===== src/rtl/avr_boot_pkg.sv =====
// avr_boot_pkg: boot FSM state encoding, SPI flash opcodes and address byte selection.
package avr_boot_pkg;

   typedef enum logic [2:0] {WAKE_CMD, WAKE_WAIT, READ_CMD, READ_DATA, DONE} boot_state_e;

   localparam logic [7:0] CMD_WAKE = 8'hAB;
   localparam logic [7:0] CMD_READ = 8'h03;

   // idx 0..2 selects the address bytes in transmit order (MSB first)
   function automatic logic [7:0] addr_byte(input logic [23:0] addr, input logic [1:0] idx);
      return idx == 2'd0 ? addr[23:16] : idx == 2'd1 ? addr[15:8] : addr[7:0];
   endfunction

endpackage


===== src/rtl/spi_shift8.sv =====
// spi_shift8: mode-0 SPI byte engine with SCK divider; mosi shifts on falling SCK, miso sampled on rising SCK.
module spi_shift8 #(
   parameter int CLK_DIV = 2
) (
   input  logic       clk,
   input  logic       reset_n,
   input  logic       clr_i,
   input  logic       start_i,
   input  logic [7:0] tx_i,
   input  logic       miso_i,
   output logic       sck_o,
   output logic       mosi_o,
   output logic       busy_o,
   output logic       done_o,
   output logic [7:0] rx_o
);

   logic       busy_q, busy_d, sck_q, sck_d, done_q, done_d;
   logic [7:0] div_q, div_d, tx_q, tx_d, rx_q, rx_d;
   logic [2:0] bit_q, bit_d;
   logic       tick;

   assign tick = div_q == 8'(CLK_DIV - 1);

   always_comb begin
      busy_d = busy_q;
      sck_d  = sck_q;
      done_d = 1'b0;
      div_d  = div_q;
      tx_d   = tx_q;
      rx_d   = rx_q;
      bit_d  = bit_q;
      if (clr_i) begin
         busy_d = 1'b0;
         sck_d  = 1'b0;
         div_d  = 8'd0;
         tx_d   = 8'd0;
      end else if (start_i && !busy_q) begin
         busy_d = 1'b1;
         tx_d   = tx_i;
         div_d  = 8'd0;
         bit_d  = 3'd0;
      end else if (busy_q) begin
         div_d = tick ? 8'd0 : div_q + 8'd1;
         if (tick && !sck_q) begin
            sck_d = 1'b1;
            rx_d  = {rx_q[6:0], miso_i};
         end else if (tick) begin
            // falling edge: present next bit; after 8 shifts tx is zero so mosi idles low
            sck_d  = 1'b0;
            tx_d   = {tx_q[6:0], 1'b0};
            bit_d  = bit_q + 3'd1;
            busy_d = bit_q != 3'd7;
            done_d = bit_q == 3'd7;
         end
      end
   end

   always_ff @(posedge clk or negedge reset_n) begin
      if (!reset_n) begin
         busy_q <= 1'b0;
         sck_q  <= 1'b0;
         done_q <= 1'b0;
         div_q  <= 8'd0;
         tx_q   <= 8'd0;
         rx_q   <= 8'd0;
         bit_q  <= 3'd0;
      end else begin
         busy_q <= busy_d;
         sck_q  <= sck_d;
         done_q <= done_d;
         div_q  <= div_d;
         tx_q   <= tx_d;
         rx_q   <= rx_d;
         bit_q  <= bit_d;
      end
   end

   assign sck_o  = sck_q;
   assign mosi_o = tx_q[7];
   assign busy_o = busy_q;
   assign done_o = done_q;
   assign rx_o   = rx_q;

endmodule


===== src/rtl/avr_flash_boot.sv =====
// avr_flash_boot: wakes the SPI flash, streams the program image into program memory
// and holds the AVR core in reset until the whole image is loaded.
module avr_flash_boot
   import avr_boot_pkg::*;
#(
   parameter int          WORDS       = 1024,
   parameter logic [23:0] FLASH_ADDR  = 24'h100000,
   parameter int          CLK_DIV     = 2,
   parameter int          WAKE_CYCLES = 256,
   localparam int         AW          = WORDS > 1 ? $clog2(WORDS) : 1
) (
   input  logic          clk,
   input  logic          reset_n,
   input  logic          reboot,
   output logic          spi_cs,
   output logic          spi_sck,
   output logic          spi_mosi,
   input  logic          spi_miso,
   output logic          pmem_wr_en,
   output logic [AW-1:0] pmem_wr_addr,
   output logic [15:0]   pmem_wr_data,
   output logic          cpu_reset,
   output logic          boot_done
);

   boot_state_e   state_q;
   logic [15:0]   cnt_q;
   logic          phase_q, start_q, cs_q, hi_q, wr_en_q, cpu_reset_q, boot_done_q;
   logic [7:0]    tx_q, lo_q;
   logic [AW-1:0] word_q, wr_addr_q;
   logic [15:0]   wr_data_q;
   logic          busy, done;
   logic [7:0]    rx;

   spi_shift8 #(.CLK_DIV(CLK_DIV)) u_shift (
      .clk     (clk),
      .reset_n (reset_n),
      .clr_i   (reboot),
      .start_i (start_q),
      .tx_i    (tx_q),
      .miso_i  (spi_miso),
      .sck_o   (spi_sck),
      .mosi_o  (spi_mosi),
      .busy_o  (busy),
      .done_o  (done),
      .rx_o    (rx)
   );

   always_ff @(posedge clk or negedge reset_n) begin
      if (!reset_n) begin
         state_q     <= WAKE_CMD;
         cnt_q       <= 16'd0;
         phase_q     <= 1'b0;
         start_q     <= 1'b0;
         cs_q        <= 1'b1;
         hi_q        <= 1'b0;
         tx_q        <= 8'd0;
         lo_q        <= 8'd0;
         word_q      <= '0;
         wr_en_q     <= 1'b0;
         wr_addr_q   <= '0;
         wr_data_q   <= 16'd0;
         cpu_reset_q <= 1'b1;
         boot_done_q <= 1'b0;
      end else if (reboot) begin
         state_q     <= WAKE_CMD;
         cnt_q       <= 16'd0;
         phase_q     <= 1'b0;
         start_q     <= 1'b0;
         cs_q        <= 1'b1;
         hi_q        <= 1'b0;
         word_q      <= '0;
         wr_en_q     <= 1'b0;
         cpu_reset_q <= 1'b1;
         boot_done_q <= 1'b0;
      end else begin
         start_q <= 1'b0;
         wr_en_q <= 1'b0;
         unique case (state_q)
            WAKE_CMD: begin
               // phase 0 keeps CS high for CLK_DIV cycles so a reboot never glues two frames together
               if (!phase_q) begin
                  if (cnt_q == 16'(CLK_DIV - 1) && !busy) begin
                     cs_q    <= 1'b0;
                     start_q <= 1'b1;
                     tx_q    <= CMD_WAKE;
                     phase_q <= 1'b1;
                  end else begin
                     cnt_q <= cnt_q + 16'd1;
                  end
               end else if (done) begin
                  cs_q    <= 1'b1;
                  phase_q <= 1'b0;
                  cnt_q   <= 16'd0;
                  state_q <= WAKE_WAIT;
               end
            end
            WAKE_WAIT: begin
               if (cnt_q == 16'(WAKE_CYCLES - 1)) begin
                  cs_q    <= 1'b0;
                  start_q <= 1'b1;
                  tx_q    <= CMD_READ;
                  cnt_q   <= 16'd0;
                  state_q <= READ_CMD;
               end else begin
                  cnt_q <= cnt_q + 16'd1;
               end
            end
            READ_CMD: begin
               if (done) begin
                  start_q <= 1'b1;
                  cnt_q   <= cnt_q + 16'd1;
                  tx_q    <= cnt_q == 16'd3 ? 8'h00 : addr_byte(FLASH_ADDR, cnt_q[1:0]);
                  if (cnt_q == 16'd3)
                     state_q <= READ_DATA;
               end
            end
            READ_DATA: begin
               // the final write completes one cycle before cpu_reset drops
               if (wr_en_q && wr_addr_q == AW'(WORDS - 1)) begin
                  cs_q        <= 1'b1;
                  cpu_reset_q <= 1'b0;
                  boot_done_q <= 1'b1;
                  state_q     <= DONE;
               end else if (done && !hi_q) begin
                  lo_q    <= rx;
                  hi_q    <= 1'b1;
                  start_q <= 1'b1;
               end else if (done) begin
                  hi_q      <= 1'b0;
                  wr_en_q   <= 1'b1;
                  wr_addr_q <= word_q;
                  wr_data_q <= {rx, lo_q};
                  word_q    <= word_q + 1'b1;
                  start_q   <= word_q != AW'(WORDS - 1);
               end
            end
            DONE: begin
               cs_q <= 1'b1;
            end
            default: state_q <= WAKE_CMD;
         endcase
      end
   end

   assign spi_cs       = cs_q;
   assign pmem_wr_en   = wr_en_q;
   assign pmem_wr_addr = wr_addr_q;
   assign pmem_wr_data = wr_data_q;
   assign cpu_reset    = cpu_reset_q;
   assign boot_done    = boot_done_q;

endmodule


===== config.mk =====
export PLATFORM = sky130hd
export DESIGN_NAME = avr_flash_boot
export DESIGN_NICKNAME = d
export VERILOG_FILES = /design/src/rtl/avr_boot_pkg.sv /design/src/rtl/spi_shift8.sv /design/src/rtl/avr_flash_boot.sv
export SDC_FILE = /design/constraint.sdc
export NUM_CORES = 1
export LEC_CHECK = 0
export CAP_MARGIN = 20
export CORE_UTILIZATION = 49
export CTS_CLUSTER_SIZE = 8
export DETAILED_ROUTE_END_ITERATION = 16
export DONT_BUFFER_PORTS = 1
export HOLD_SLACK_MARGIN = 0.15
export PLACE_DENSITY = 0.69
export SYNTH_ARGS = -nofsm -noshare
export SYNTH_HDL_FRONTEND = slang
export SYNTH_SLANG_ARGS = --single-unit

===== constraint.sdc =====
create_clock -name clk -period 2.3 [get_ports clk]
set_clock_uncertainty 0.1 [all_clocks]
set_input_delay 0.575 -clock clk [delete_from_list [all_inputs] [get_ports clk]]
set_output_delay 0.575 -clock clk [all_outputs]
set_load 0.03 [all_outputs]

==> metrics.txt, run 1 <==
status finished with violations; failing checks negative hold slack; Synth Instances 477; EDFF count, synth 0; slowest CP cell dfrtp_1; largest family of logic cells by synthesized area simple AND/OR/NAND/NOR gates; Die Ht 103 um; Slew Limit Headroom 59.1%; CTS tree yes; 1st-iter DRT viols 150; maxcap violations 0; final net count 532; final cycle utilization of the critical path 99.7%; P per Cell Area 756 nW/um2; largest net degree at the start of global routing 104; Post-Synth Simple-Gate Area 18.8%; Vias/cell 5.71; PortBufs 0; total die area 10700 um2; first-pass detailed-route iteration total 5; number of top-level pins 36; P_int 3.00 mW; FF-to-FF End tx_q[1]$_DFFE_PN0P_; switching pwr 1.39 mW; CTS buffer count 9; CTS sink count 103; setup TNS 0 ns; ANT nets after route 0; depth of the most critical reg-to-reg path 6; GR Overflow Total 0; CP cell instances nor4_4 > nand4_2 > o21a_1 > a2111oi_4 > buf_4 > mux2_4; Final HPWL DP 7100 um; layout cell share with drive strength beyond 1 27.0%; Layout Cells excl Fill 658; register share of total power 47.1%; RSZ-0062 raised after global routing yes; crit-path max FO 4; mux cell area share after synthesis 11.1%; Comb pwr share 24.5%; clock root buffer master clkbuf_8; Seq/Total Area, Yosys 51.2%; Starting Density 51.0%; RR Startpoint cnt_q[15]$_DFFE_PN0P_; Compound-Gate Fraction of Synth Area 11.4%; DR WL/cell 16.1 um; antenna cell count 0; worst setup margin 0.00795 ns; DR vias 3760; CP endpoint kind flip-flop; final worst path period need 2.29 ns; antenna violations before repair 0; Critical Path Source Type flip-flop; Switching Fraction 31.6%; Setup Slack @ Placement -0.0842 ns; maximum vdd drop 0.399 mV; ranking of synthesized cells by area dfrtp_1 50%, mux2_2 9.6%, nor2_1 2.6%, o21ai_0 2.5%, nand2_1 2.4%; Placer Congestion 0.793; Fmax 436 MHz; leading area contributor after synthesis dfrtp_1; Hold Vio Cnt, Final 103; xor and xnor area share after synthesis 1.74%; DRC 0; most frequent cells in the layout 100 x dfrtp_1, 51 x buf_4, 43 x mux2_2; clock slew at reported path FFs 0.11 ns; Final setup viols 0; most common flop cell mapped by yosys dfrtp_1; Synth Warn # 0; register bit total from synthesis 103; H-Tree Depth 3; clock buffer depth 2; Leak Pwr 2.71 nW; Crit. Startpoint cnt_q[15]$_DFFE_PN0P_; CP endpoint tx_q[1]$_DFFE_PN0P_; slew at the pin with the worst max-slew slack 0.612 ns; FP Rows 36; final wirelength 10600 um; Critical Path Max Stage Delay 0.46 ns; Area Growth Syn to Fin 15.3%; worst hold margin -0.214 ns; placed insts 631; fin. max-slew vios 0; clk_lat worst skew 0.38 ns; first-pass GRT wire length 17300 um; Clock power frac 28.4%; async set or reset register ratio after synthesis 100%; R2R Setup Slk 0.008 ns; Mean Syn Cell Area 10.6 um2; Die W 103 um; Synth Cell Area 5030 um2; adder-cell share of the synthesized area 1.99%; CORE AREA 9860 um2; Net Count, Synth 489; Distinct cells, synth 58; share of the synthesized area in the top cell type 50.2%; # hold bufs at CTS 1; Critical Path RT 2.47 ns; vias in the first global route 3687; crit path kind reg2reg; commonest non-fill, non-tap cell in the layout dfrtp_1; Critical Path AT 2.46 ns; worst hold path type in2async; GRT Overall Usage 21.0%
## worst max-delay path, delay by kind of cell (launching register included)
| kind | cells | cell delay, ns |
|---|---|---|
| AOI/OAI and AO/OA | 2 | 0.58 |
| and+or+nand+nor | 2 | 0.55 |
| DFF | 1 | 0.46 |
| muxes | 1 | 0.30 |
| buffers and inverters | 1 | 0.20 |
## final cells by class
type	count	area (um2)
clock inverter	6	81.3
tap	133	166
sequential	103	2580
clock buffer	10	138
inverter	22	82.6
timing repair buffer	54	433
fill	828	4060
multi-input combinational	330	2320
## sequential cells by signal, summed over array words and instances (netlist names), 3 cells and up
register / count
cnt_q: 16
lo_q: 8
pmem_wr_addr: 10
pmem_wr_data: 16
state_q: 3
tx_q: 3
u_shift.bit_q: 3
u_shift.div_q: 8
u_shift.rx_o: 8
u_shift.tx_q: 8
word_q: 10
## worst min-delay path by stage
stage	cells past startpoint	slack (ns)	to	start
after CTS	0	-0.24	cnt_q[0]$_DFFE_PN0P_	reset_n
after global routing	0	-0.24	cnt_q[0]$_DFFE_PN0P_	reset_n
after detailed placement	0	0.18	u_shift.div_q[2]$_DFFE_PN0P_	reset_n
final	0	-0.21	u_shift.div_q[4]$_DFFE_PN0P_	reset_n
after floorplan	0	0.18	boot_done$_DFFE_PN0P_	reset_n
after global placement	0	0.18	u_shift.div_q[4]$_DFFE_PN0P_	reset_n
## power groups by stage
stage | Clock [mW] | Combinational, mW | Sequential, mW
4_1_cts | 1.28 | 0.953 | 2.06
6_report | 1.25 | 1.08 | 2.07
3_3_place_gp | 0 | 0.889 | 2.09
5_1_grt | 1.35 | 1.18 | 2.09
2_1_floorplan | 0 | 0.719 | 2.05
3_5_place_dp | 0 | 0.924 | 2.10
## per-layer routing
layer,track usage (%),vias to the layer above,part of all wire (%)
li1,-,1806,-
met4,6.72,0,1.5
met3,4.64,15,3.0
met5,0,-,0
met2,35.3,62,50
met1,27.2,1877,46
## Yosys cell counts, types with 4 or more instances
| library cell | count |
|---|---|
| mux2i_1 | 4 |
| nand3_1 | 22 |
| or2_2 | 4 |
| a211oi_1 | 10 |
| o21ai_0 | 25 |
| nand2_1 | 32 |
| xor2_1 | 9 |
| nand2b_1 | 9 |
| or3_1 | 8 |
| buf_4 | 4 |
| nand4_1 | 19 |
| and3_1 | 5 |
| dfrtp_1 | 101 |
| o31ai_1 | 8 |
| o22ai_1 | 10 |
| nor2_1 | 35 |
| clkbuf_1 | 10 |
| inv_1 | 22 |
| a21oi_1 | 22 |
| nor3_1 | 7 |
| ha_1 | 8 |
| buf_2 | 6 |
| mux2_2 | 43 |
| nor3b_1 | 5 |
## through the flow
stage / utilization [%] / power [mW] / area (um2) / hold slack, ns
floorplan: - / 2.77 / 5030 / 0.179
global placement: 55.1 / 2.98 / 5430 / 0.182
detailed placement: 55.1 / 3.02 / 5430 / 0.182
CTS: 57.8 / 4.30 / 5700 / -0.243
global route: 58.9 / 4.62 / 5810 / -0.245
finish: 58.9 / 4.39 / 5810 / -0.214
## logic make-up after synthesis
kind of cell / after synthesis
AND/OR/NAND/NOR: 172
flip-flops: 103
AO/OA/AOI/OAI: 90
multiplexers: 50
buffers and inverters: 44
XOR/XNOR: 10
adder cells (fa/ha/maj): 8
## what timing repair did
action | 4_1_cts | 5_1_grt
hold endpoints to repair | 117 | 103
setup endpoints to repair | 5 | 30
buffers inserted | 1 | 9
pin swaps | 2 | 6
gates resized for setup | 2 | 11
cloned | 0 | 0
Note: power is estimated with default switching activity, not from simulation.
==> inputs of run 2 (changes only) <==
--- a/config.mk
+++ b/config.mk
@@ -6,6 +6,7 @@
 export NUM_CORES = 1
 export LEC_CHECK = 0
 export CAP_MARGIN = 20
+export CORE_MARGIN = 2
 export CORE_UTILIZATION = 49
 export CTS_CLUSTER_SIZE = 8
 export DETAILED_ROUTE_END_ITERATION = 16
==> run 2 against run 1 <==
  * The flow still finishes with violations (negative hold slack)
  * Register-to-register slack better by 0.06 ns
  * Global-route usage down 0.61 points
  * Hold slack better by 0.00093 ns
  * Flip-flop and latch count unchanged
  * Largest cell class unchanged
  * Die area up 3.9%
  * Combinational power down 8%
  * Sequential share of layout area up 0.52 points
  * Critical path type unchanged
  * Routed wire length down 0.15%
  * Via count down 0.82%
==> metrics.txt, run 2 (synthesis results as in run 1) <==
status finished with violations (unchanged); failing checks negative hold slack (unchanged); depth of the most critical reg-to-reg path 6 (unchanged); placed insts 633 (was 631); Final setup viols 0 (unchanged); FF-to-FF End tx_q[5]$_DFFE_PN0P_ (was tx_q[1]$_DFFE_PN0P_); Final HPWL DP 7140 um (was 7100 um); ANT nets after route 0 (unchanged); Fmax 449 MHz (was 436 MHz); slew at the pin with the worst max-slew slack 0.636 ns (was 0.612 ns); final cycle utilization of the critical path 96.9% (was 99.7%); Placed Area 5440 um2 (was 5430 um2); 1st-iter DRT viols 195 (was 150); first-pass detailed-route iteration total 4 (was 5); H-Tree Depth 3 (unchanged); Leak Pwr 2.66 nW (was 2.71 nW); CP endpoint kind flip-flop (unchanged); vias in the first global route 3812 (was 3687); DR WL/cell 16.3 um (was 16.1 um); antenna violations before repair 0 (unchanged); total die area 11100 um2 (was 10700 um2); DRC 0 (unchanged); final core utilization 56.6% (was 58.9%); crit path kind reg2reg (unchanged); CTS tree yes (unchanged); R2R Setup Slk 0.07 ns (was 0.008 ns); worst hold margin -0.213 ns (was -0.214 ns); PortBufs 0 (unchanged); RSZ-0062 raised after global routing yes (unchanged); fin. max-slew vios 0 (unchanged); Placer Congestion 0.847 (was 0.793); number of top-level pins 36 (unchanged); Setup Slack @ Placement -0.0127 ns (was -0.0842 ns); Die W 105 um (was 103 um); Vias/cell 5.73 (was 5.71); Starting Density 49.7% (was 51.0%); GRT Overall Usage 20.4% (was 21.0%); maxcap violations 0 (unchanged); FP Rows 37 (was 36); DR vias 3729 (was 3760); Die Ht 105 um (was 103 um); Hold Vio Cnt, Final 102 (was 103); antenna cell count 0 (unchanged); most frequent cells in the layout 99 x dfrtp_1, 43 x mux2_2, 40 x buf_4 (was 100 x dfrtp_1, 51 x buf_4, 43 x mux2_2); clock root buffer master clkbuf_8 (unchanged); Total Power 4.27 mW (was 4.39 mW); Critical Path RT 2.47 ns (about the same); Layout Cells excl Fill 651 (was 658); clock slew at reported path FFs 0.10 ns (was 0.11 ns); CORE AREA 10100 um2 (was 9860 um2); Area Growth Syn to Fin 14.0% (was 15.3%); worst hold path type in2async (unchanged); commonest non-fill, non-tap cell in the layout dfrtp_1 (unchanged); maximum vdd drop 0.476 mV (was 0.399 mV); final worst path period need 2.23 ns (was 2.29 ns); finished layout cell area 5740 um2 (was 5810 um2); Slew Limit Headroom 57.6% (was 59.1%); largest net degree at the start of global routing 104 (unchanged); # hold bufs at CTS 1 (unchanged); final wirelength 10600 um (about the same); crit-path max FO 4 (unchanged); CTS buffer count 9 (unchanged); setup TNS 0 ns (unchanged); clk_lat worst skew 0.38 ns (about the same); Critical Path AT 2.40 ns (was 2.46 ns); clock buffer depth 2 (unchanged); final net count 522 (was 532); GR Overflow Total 0 (unchanged); layout cell share with drive strength beyond 1 25.6% (was 27.0%); CTS sink count 103 (unchanged); worst setup margin 0.0713 ns (was 0.00795 ns); Critical Path Source Type flip-flop (unchanged); P per Cell Area 744 nW/um2 (was 756 nW/um2); RR Startpoint cnt_q[1]$_DFFE_PN0P_ (was cnt_q[15]$_DFFE_PN0P_); first-pass GRT wire length 18400 um (was 17300 um)
[run 2: changes by cell type in the layout (fill, tap and decap cells not counted), sizes merged]
cell,previous run,this run
inv,27,24
clkinvlp,0,1
clkinv,0,2
buf,53,43
[run 2: layout make-up]
| cell class | count | area (um2) |
|---|---|---|
| clock buffer | 10 | 138 |
| clock inverter | 6 | 75.1 |
| fill | 837 | 4400 |
| inverter | 22 | 82.6 |
| multi-input combinational | 330 | 2330 |
| sequential | 103 | 2580 |
| tap | 136 | 170 |
| timing repair buffer | 44 | 362 |
[run 2: layer usage]
layer,vias up,track usage (%),wire length [um]
li1,1782,-,-
met1,1875,26.6,4920
met2,58,33.7,5180
met3,14,4.70,335
met4,0,6.76,157
met5,-,0,0
[run 2: report_power, final]
group | internal, mW | total [mW] | switching, mW
sequential | 1.93 | 2.08 | 0.144
clock | 0.548 | 1.20 | 0.656
combinational | 0.444 | 0.990 | 0.546
[run 2: critical path, cell delays in order, from the launching register on]
cell and delay, ns:
dfrtp_1 0.42, inv_1 0.09, ha_1 0.13, or3b_4 0.38
o21a_1 0.21, a2111oi_4 0.41, mux2_1 0.37
[run 2: how the worst max path moves through the flow]
stage                                     start                  end  slack, ns
after CTS                 cnt_q[13]$_DFFE_PN0P_  tx_q[5]$_DFFE_PN0P_       0.01
after detailed placement  cnt_q[13]$_DFFE_PN0P_  tx_q[5]$_DFFE_PN0P_      -0.01
after global placement    cnt_q[13]$_DFFE_PN0P_  tx_q[4]$_DFFE_PN0P_       0.04
final                      cnt_q[1]$_DFFE_PN0P_  tx_q[5]$_DFFE_PN0P_       0.07
after floorplan            cnt_q[0]$_DFFE_PN0P_  tx_q[1]$_DFFE_PN0P_       0.05
after global routing      cnt_q[10]$_DFFE_PN0P_  tx_q[1]$_DFFE_PN0P_      -0.04
[run 2: what timing repair did]
| action | in CTS | in global routing |
|---|---|---|
| gates cloned | 0 | 0 |
| endpoints found under the hold margin | 117 | 103 |
| pin swaps | 1 | 5 |
| endpoints found under the setup margin | 5 | 18 |
| gates resized for setup | 4 | 14 |
| setup buffers | 0 | 1 |
